==> src/rtl/seq_pkg.sv <==
// Shared types and constants for the sequence-stepper controller.
// mode_t  : command mode encoding as presented on cmd_mode.
// state_t : controller FSM states.
// SEQ_LEN : sequence length; positions run 0..SEQ_LEN-1.
// POS_W   : width of the position register and pos output.
package seq_pkg;

    typedef enum logic [1:0] {
        ONESHOT = 2'd0,
        CONT    = 2'd1,
        BOUNCE  = 2'd2,
        RSVD    = 2'd3
    } mode_t;

    typedef enum logic [1:0] {
        IDLE = 2'd0,
        RUN  = 2'd1,
        DONE = 2'd2
    } state_t;

    localparam int SEQ_LEN = 8;
    localparam int POS_W   = 3;

    // Reserved encoding behaves as ONESHOT.
    function automatic mode_t norm_mode(input logic [1:0] m);
        mode_t r;
        case (m)
            2'd1:    r = CONT;
            2'd2:    r = BOUNCE;
            default: r = ONESHOT;
        endcase
        return r;
    endfunction

endpackage

==> src/rtl/step_tick_gen.sv <==
// Rate divider for the step controller.
// Ports:
//   clk     in   clock, rising edge
//   rst     in   synchronous active-low reset
//   clr_i   in   force the divider count back to zero
//   en_i    in   advance the divider this cycle
//   div_i   in   cycles per tick (must be >= 1)
//   tick_o  out  high while the count sits at div_i-1 (the cycle that steps)
module step_tick_gen #(
    parameter int DIV_W = 16
) (
    input  logic             clk,
    input  logic             rst,
    input  logic             clr_i,
    input  logic             en_i,
    input  logic [DIV_W-1:0] div_i,
    output logic             tick_o
);

    logic [DIV_W-1:0] divcnt_q;
    logic [DIV_W-1:0] divcnt_d;
    logic [DIV_W-1:0] div_m1;

    assign div_m1 = div_i - 1'b1;
    assign tick_o = (divcnt_q == div_m1);

    always_comb begin
        divcnt_d = divcnt_q;
        if (clr_i) begin
            divcnt_d = '0;
        end else if (en_i) begin
            divcnt_d = tick_o ? '0 : divcnt_q + 1'b1;
        end
    end

    always_ff @(posedge clk) begin
        if (!rst) begin
            divcnt_q <= '0;
        end else begin
            divcnt_q <= divcnt_d;
        end
    end

endmodule

==> src/rtl/seq_step_ctrl.sv <==
// Command sequencer for the 8-entry up/down stepper.
// Accepts (mode, dir, count, div) over a valid/ready handshake, emits
// rate-divided one-cycle step pulses with direction, and mirrors the
// stepper position.
// Ports:
//   clk, rst            clock / synchronous active-low reset
//   cmd_valid/cmd_ready command handshake; ready only in IDLE
//   cmd_mode            0 ONESHOT, 1 CONT, 2 BOUNCE, 3 as ONESHOT
//   cmd_dir             initial direction, 1 = up
//   cmd_count           steps for ONESHOT
//   cmd_div             clock cycles per step, 0 treated as 1
//   stop                abort a running command
//   step, dir_up, pos   registered step pulse, direction, position
//   busy, done          busy in RUN/DONE; one-cycle completion pulse
module seq_step_ctrl
    import seq_pkg::*;
#(
    parameter int LEN   = SEQ_LEN,
    parameter int CNT_W = 8,
    parameter int DIV_W = 16
) (
    input  logic             clk,
    input  logic             rst,
    input  logic             cmd_valid,
    output logic             cmd_ready,
    input  logic [1:0]       cmd_mode,
    input  logic             cmd_dir,
    input  logic [CNT_W-1:0] cmd_count,
    input  logic [DIV_W-1:0] cmd_div,
    input  logic             stop,
    output logic             step,
    output logic             dir_up,
    output logic [POS_W-1:0] pos,
    output logic             busy,
    output logic             done
);

    localparam logic [POS_W-1:0] POS_MAX = POS_W'(LEN - 1);

    state_t           state_q, state_d;
    mode_t            mode_q, mode_d;
    logic [DIV_W-1:0] div_q, div_d;
    logic [CNT_W-1:0] rem_q, rem_d;
    logic             dir_q, dir_d;
    logic [POS_W-1:0] pos_q, pos_d;
    logic             step_q, step_d;
    logic             done_q, done_d;

    logic             tick;
    logic             tick_clr;
    logic             tick_en;
    logic [POS_W-1:0] pos_inc;
    logic [POS_W-1:0] pos_dec;

    assign pos_inc = pos_q + 1'b1;
    assign pos_dec = pos_q - 1'b1;

    step_tick_gen #(
        .DIV_W (DIV_W)
    ) u_tick (
        .clk    (clk),
        .rst    (rst),
        .clr_i  (tick_clr),
        .en_i   (tick_en),
        .div_i  (div_q),
        .tick_o (tick)
    );

    always_comb begin
        state_d  = state_q;
        mode_d   = mode_q;
        div_d    = div_q;
        rem_d    = rem_q;
        dir_d    = dir_q;
        pos_d    = pos_q;
        step_d   = 1'b0;
        done_d   = 1'b0;
        tick_clr = 1'b1;
        tick_en  = 1'b0;

        case (state_q)
            IDLE: begin
                if (cmd_valid) begin
                    state_d = RUN;
                    mode_d  = norm_mode(cmd_mode);
                    div_d   = (cmd_div == '0) ? DIV_W'(1) : cmd_div;
                    rem_d   = cmd_count;
                    dir_d   = cmd_dir;
                end
            end

            RUN: begin
                if (stop || (mode_q == ONESHOT && rem_q == '0)) begin
                    state_d = DONE;
                    done_d  = 1'b1;
                end else begin
                    tick_clr = 1'b0;
                    tick_en  = 1'b1;
                    if (tick) begin
                        step_d = 1'b1;
                        if (mode_q == ONESHOT) begin
                            rem_d = rem_q - 1'b1;
                        end
                        if (mode_q == BOUNCE) begin
                            // Reflect at the ends; direction flips on the
                            // edge that lands on an end. A command started
                            // on an end pointing outward reflects at once.
                            if (dir_q) begin
                                if (pos_q == POS_MAX) begin
                                    pos_d = pos_dec;
                                    dir_d = 1'b0;
                                end else begin
                                    pos_d = pos_inc;
                                    if (pos_inc == POS_MAX) dir_d = 1'b0;
                                end
                            end else begin
                                if (pos_q == '0) begin
                                    pos_d = pos_inc;
                                    dir_d = 1'b1;
                                end else begin
                                    pos_d = pos_dec;
                                    if (pos_dec == '0) dir_d = 1'b1;
                                end
                            end
                        end else begin
                            if (dir_q) begin
                                pos_d = (pos_q == POS_MAX) ? '0 : pos_inc;
                            end else begin
                                pos_d = (pos_q == '0) ? POS_MAX : pos_dec;
                            end
                        end
                    end
                end
            end

            DONE: begin
                state_d = IDLE;
            end

            default: begin
                state_d = IDLE;
            end
        endcase
    end

    always_ff @(posedge clk) begin
        if (!rst) begin
            state_q <= IDLE;
            mode_q  <= ONESHOT;
            div_q   <= DIV_W'(1);
            rem_q   <= '0;
            dir_q   <= 1'b1;
            pos_q   <= '0;
            step_q  <= 1'b0;
            done_q  <= 1'b0;
        end else begin
            state_q <= state_d;
            mode_q  <= mode_d;
            div_q   <= div_d;
            rem_q   <= rem_d;
            dir_q   <= dir_d;
            pos_q   <= pos_d;
            step_q  <= step_d;
            done_q  <= done_d;
        end
    end

    assign cmd_ready = (state_q == IDLE);
    assign busy      = (state_q != IDLE);
    assign step      = step_q;
    assign done      = done_q;
    assign dir_up    = dir_q;
    assign pos       = pos_q;

endmodule
==> config.mk <==
export PLATFORM = sky130hd
export DESIGN_NAME = seq_step_ctrl
export DESIGN_NICKNAME = d
export VERILOG_FILES = /design/src/rtl/seq_pkg.sv /design/src/rtl/step_tick_gen.sv /design/src/rtl/seq_step_ctrl.sv
export SDC_FILE = /design/constraint.sdc
export NUM_CORES = 1
export LEC_CHECK = 0
export ABC_CLOCK_PERIOD_IN_PS = 2700
export BUFFER_PORTS_ARGS = -buffer_cell sky130_fd_sc_hd__clkbuf_2
export CAP_MARGIN = 15
export CORE_MARGIN = 2
export CORE_UTILIZATION = 50
export CTS_BUF_LIST = sky130_fd_sc_hd__clkbuf_4
export DETAILED_ROUTE_END_ITERATION = 12
export PLACE_DENSITY_LB_ADDON = 0.25
export SETUP_SLACK_MARGIN = 0.05
export SLEW_MARGIN = 20
export SYNTH_ARGS = -nofsm -noshare
export SYNTH_HDL_FRONTEND = slang
export SYNTH_SLANG_ARGS = --single-unit
==> constraint.sdc <==
create_clock -name clk -period 2.7 [get_ports clk]
set_input_delay 0.27 -clock clk [delete_from_list [all_inputs] [get_ports clk]]
set_output_delay 0.27 -clock clk [all_outputs]
set_load 0.01 [all_outputs]
Word-level counts from Yosys, hierarchy flattened
Index checks and enable logic that the tools add are counted.
{"block": "totals", "regBits": 50, "latchBits": 0, "ram_bits": 0, "rom_bits": 0, "in_bits": 31, "elab_cells": 81, "n_memories": 0}
{"block": "op_classes", "n_addsub": 5, "n_mul": 0, "n_div": 0, "magnitude_cmp": 0, "n_eq_ne": 13, "n_shift": 0, "muxes": 33, "n_bitwise": 3, "reduce_logical": 18}
{"cell": "$mux 16", "count": 2}
{"cell": "$mux 8", "count": 4}
{"cell": "$mux 3", "count": 7}
{"cell": "$add 16x1->16 const B", "count": 1}
{"cell": "$eq 16x16->1", "count": 1}
{"cell": "$logic_not 16->1", "count": 1}
{"cell": "$pmux 8 s2", "count": 1}
{"cell": "$sub 16x1->16 const B", "count": 1}
{"cell": "$mux 1", "count": 14}
{"cell": "$ne 2x2->1 const B", "count": 5}
{"cell": "$reduce_and 5->1", "count": 2}
{"cell": "$logic_not 8->1", "count": 1}
{"cell": "$pmux 2 s2", "count": 2}
{"cell": "$sub 8x1->8 const B", "count": 1}
{"cell": "$eq 3x3->1 const B", "count": 2}
{"cell": "$logic_not 3->1", "count": 2}
{"cell": "$reduce_and 2->1", "count": 3}
{"cell": "$eq 2x1->1 const B", "count": 2}
{"cell": "$eq 2x2->1 const B", "count": 2}
{"cell": "$logic_not 2->1", "count": 2}
{"cell": "$mux 2", "count": 2}
{"cell": "$reduce_bool 2->1", "count": 2}
{"cell": "$add 3x1->3 const B", "count": 1}
{"cell": "$not 1->1", "count": 3}
{"cell": "8 further kinds", "count": 8}

Longest topological paths before layout
{"block": "depth", "depth_word": 9, "depth_mapped": 11}

Cells and area by module
A second synthesis with hierarchy kept.
{"block": "hier_totals", "hier_cells": 412, "hier_area_um2": 3268.1}
{"module": "seq_step_ctrl", "instances": 1, "cells_each": 226, "area_per_inst_um2": 1839.3}
{"module": "step_tick_gen", "instances": 1, "cells_each": 186, "area_per_inst_um2": 1428.9}

Least setup slack after synthesis
Ideal clock, no wire load.
{"block": "synth_timing", "path_type": "register to register", "start": "register div_q[0]", "end": "register rem_q[7]", "setup_time_ps": 126, "arrival_ps": 2521, "required_time_ps": 2574, "slack_ps": 54, "path_stages_with_launch": 11, "n_path_buf": 0, "synth_period_minus_slack_ps": 2646, "cell_sequence": "dfxtp_1 > inv_1 > ha_1 > or3b_2 > nor3_1 > xnor2_1 > nand3_1 > nor4b_4 > nand4b_1 > nor4_1 > nor3b_1"}
{"block": "synth_between", "elab_chain_len": 4}
{"item": "from (decl)", "line": "seq_step_ctrl.sv:42", "rtl": "logic [DIV_W-1:0] div_q, div_d;"}
{"item": "from (signal assigned)", "line": "seq_step_ctrl.sv:159", "rtl": "div_q <= div_d;"}
{"item": "$sub 16x1->16", "line": "step_tick_gen.sv:24", "rtl": "assign div_m1 = div_i - 1'b1;"}
{"item": "$eq 16x16->1", "line": "step_tick_gen.sv:25", "rtl": "assign tick_o = (divcnt_q == div_m1);"}
{"item": "$ne 2x1->1 (no source line)"}
{"item": "$reduce_and 5->1 (no source line)"}
{"item": "to (signal assigned)", "line": "seq_step_ctrl.sv:160", "rtl": "rem_q <= rem_d;"}
{"item": "to (decl)", "line": "seq_step_ctrl.sv:43", "rtl": "logic [CNT_W-1:0] rem_q, rem_d;"}
Every way passes these cells.
A chain may end at the register's enable or synchronous reset.

Final worst setup path
{"block": "layout_timing", "start": "register div_q[1]", "end": "register rem_q[0]"}
Same word-level chain as after synthesis.

==> results_dict.tcl <==
set metrics [dict create \
    async_flop_share 0 \
    worstPathRequired_ns 3.00 \
    syn_area_um2 3040 \
    grt_pass1_vias 2660 \
    drive_above_1_share 0.232 \
    diodes 0 \
    port_buffers 38 \
    area_growth_pct 20.3 \
    cp_max_fo 9 \
    dieArea_um2 6720 \
    drc 0 \
    pwr-share-comb 0.287 \
    yosys_register_bits 50 \
    final_area_um2 3660 \
    cts_made_buffers 5 \
    hp-start "cmd_div[11]" \
    worstSetupEndpointType "flip-flop" \
    drt-pass1-iter-count 5 \
    seq_area_frac_synth 0.329 \
    p_switching_w 0.000552 \
    slew_headroom 0.356 \
    drt_iter0_drc 200 \
    whs_ns 0.108 \
    outcome "complete, no violations" \
    insertion_delay_ns 0.37 \
    crit_path_start_kind "flip-flop" \
    placed_area_um2 3420 \
    grt_pass1_wl_um 11900 \
    yosysUniqueCellTypes 56 \
    worst_path_max_delay_cell "or3b_4" \
    cp_num_buf_inv 2 \
    clk_pin_slew_ns 0.16 \
    slowest_delay_ns 0.41 \
    setup_viol_count_final 0 \
    path_delay_family "simple AND/OR/NAND/NOR gates" \
    synth_edf_count 0 \
    grt_overflow 0 \
    hold_viol 0 \
    cts_tree "built" \
    antenna_left 0 \
    core_um2 5890 \
    synth_nets 434 \
    wl_per_cell_um 14.7 \
    max_freq_ghz 0.387 \
    r2r_end "rem_q[0]$_SDFFE_PN0P_" \
    rows 28 \
    seqPwrFrac 0.500 \
    powerDensity_nw_per_um2 451 \
    crit_chain "inv_2 -> ha_4 -> or3b_4 -> nor3_4 -> xnor2_1 -> nand3_1 -> nor4b_4 -> and4b_1 -> buf_6 -> o221ai_1 -> a21oi_1" \
    nFillCells 524 \
    final_cell_mix "nand2_1 (57), dfxtp_1 (48), nor2_1 (41), clkbuf_2 (38), a21oi_1 (34)" \
    vias 3042 \
    final.period_utilization 0.956 \
    grt_max_degree 30 \
    min_to "div_q[11]$_SDFFE_PN0P_" \
    final_nets 490 \
    synth_cells 396 \
    syn_avg_cell_area_um2 7.68 \
    worstPathArrival_ns 2.88 \
    r2r_slack_ns 0.12 \
    dp_hpwl_um 5480 \
    start_util 0.517 \
    crit_type "reg2reg" \
    peakVddDrop_v 0.000223 \
    yosysWarnings 0 \
    fin_skew_ns 0.0204 \
    htreeDepth 2 \
    clockBufferDepth 2 \
    die_x_um 82.0 \
    slew_viol_final 0 \
    grtUsageTotal 0.222 \
    ff2ff_path_depth 11 \
    p_int_w 0.00110 \
    grt_setup_unrepaired "true" \
    regToRegStartpoint "div_q[1]$_SDFFE_PN0P_" \
    cts_root_buf "clkbuf_4" \
    min_period_ns 2.58 \
    synthFlopType "dfxtp_1" \
    tightestPinTransition_ns 0.965 \
    via_per_inst 5.76 \
    final_common_cell "nand2_1" \
    postCtsHoldBufs 0 \
    die_h_um 82.0 \
    drt-total-wl_um 7760 \
    gp_congestion 0.906 \
    io_pins 39 \
    cts_sinks 50 \
    holdCritPathClass "in2reg" \
    power_frac_clock 0.213 \
    swShare 0.335 \
    antenna_found_initial 0 \
    cap_violations 0 \
    holdPathStages 3 \
    leakage_nw 1.42 \
]
-- metrics by stage --
stage,power [W],instances,util,worst slack (ns),setup TNS (ns)
6_report,0.00165,528,0.622,0.118,0
3_5_place_dp,0.00125,512,0.581,0.00695,0
3_3_place_gp,0.00124,512,0.581,0.0647,0
2_1_floorplan,0.00112,396,-,0.0537,0
4_1_cts,0.00161,523,0.594,0.0367,0
5_1_grt,0.00173,528,0.622,-0.0692,-0.201
-- registers in the layout, summed over array words and instances (netlist names) --
signal	flops
state_q	2
mode_q	2
rem_q	8
u_tick.divcnt_q	16
done	1
step	1
pos	3
dir_up	1
div_q	16
-- routing by layer --
layer | global-route usage | vias up | share of wire
li1 | - | 1517 | -
met1 | 0.277 | 1436 | 0.45
met2 | 0.385 | 75 | 0.49
met3 | 0.0341 | 14 | 0.037
met4 | 0.0850 | 0 | 0.018
met5 | 0 | - | 0
-- how the worst max path moves through the flow --
stage / end / slack [ns] / start / cells past startpoint
after floorplan: rem_q[7]$_SDFFE_PN0P_ / 0.05 / div_q[0]$_SDFFE_PN1P_ / 10
after global placement: rem_q[4]$_SDFFE_PN0P_ / 0.06 / div_q[0]$_SDFFE_PN1P_ / 11
after detailed placement: rem_q[1]$_SDFFE_PN0P_ / 0.007 / div_q[0]$_SDFFE_PN1P_ / 11
after CTS: rem_q[1]$_SDFFE_PN0P_ / 0.04 / div_q[0]$_SDFFE_PN1P_ / 11
after global routing: rem_q[0]$_SDFFE_PN0P_ / -0.07 / div_q[1]$_SDFFE_PN0P_ / 11
final: rem_q[0]$_SDFFE_PN0P_ / 0.12 / div_q[1]$_SDFFE_PN0P_ / 11
-- worst reg2reg max path: stages, from the launching register on --
cell      delay, ns
dfxtp_2        0.35
inv_2          0.07
ha_4           0.14
or3b_4         0.41
nor3_4         0.18
xnor2_1        0.15
nand3_1        0.16
nor4b_4        0.39
and4b_1        0.26
buf_6          0.13
o221ai_1       0.10
a21oi_1        0.19
-- cell families (layout without fill, tap and decap cells) --
kind of cell | Yosys count | after routing | synth area share
xor+xnor | 32 | 32 | 0.0921
fa+ha+maj | 7 | 7 | 0.0288
buf+inv | 33 | 90 | 0.0440
simple gates | 195 | 195 | 0.343
flops | 50 | 50 | 0.329
mux | 3 | 3 | 0.00987
compound gates | 76 | 76 | 0.153
-- cell usage after synthesis (all sizes together) (2+ instances only) --
cell type,n,share of area
a211oi,2,0.0049
a21oi,36,0.060
a31oi,5,0.010
and3,3,0.0062
buf,4,0.0082
clkbuf,14,0.017
dfxtp,50,0.33
ha,7,0.029
inv,15,0.019
mux2i,3,0.0099
nand2,58,0.072
nand2b,4,0.0082
nand3,21,0.035
nand3b,6,0.015
nand4,6,0.012
nand4b,4,0.014
nor2,42,0.054
nor2b,3,0.0062
nor3,16,0.028
nor3b,3,0.0090
nor4,11,0.027
nor4b,2,0.016
o211ai,4,0.0099
o21a,2,0.0049
o21ai,12,0.020
o221ai,3,0.0086
o31ai,2,0.0049
or3,7,0.016
or4,5,0.014
xnor2,17,0.049
xor2,15,0.043
-- power groups by stage --
stage / clock network [W] / registers, W / logic, W
floorplan: 0 / 0.000823 / 0.000300
global placement: 0 / 0.000833 / 0.000412
detailed placement: 0 / 0.000835 / 0.000418
CTS: 0.000357 / 0.000818 / 0.000430
global route: 0.000381 / 0.000831 / 0.000520
finish: 0.000351 / 0.000824 / 0.000473
-- layout make-up --
cell class / count / area, µm² / share of cell area
Timing Repair Buffer: 67 / 428 / 0.117
Clock inverter: 2 / 8.76 / 0.00239
Clock buffer: 6 / 45.0 / 0.0123
Inverter: 15 / 56.3 / 0.0154
Sequential cell: 50 / 1000 / 0.274
Tap cell: 75 / 93.8 / 0.0256
Multi-Input combinational cell: 313 / 2020 / 0.553
-- timing repair --
action	in CTS	in global routing
cloned	0	0
pin swaps	2	18
buffers inserted	3	5
endpoints found under the setup margin	10	28
resized for setup	0	25
(Power assumes the default switching activity.)
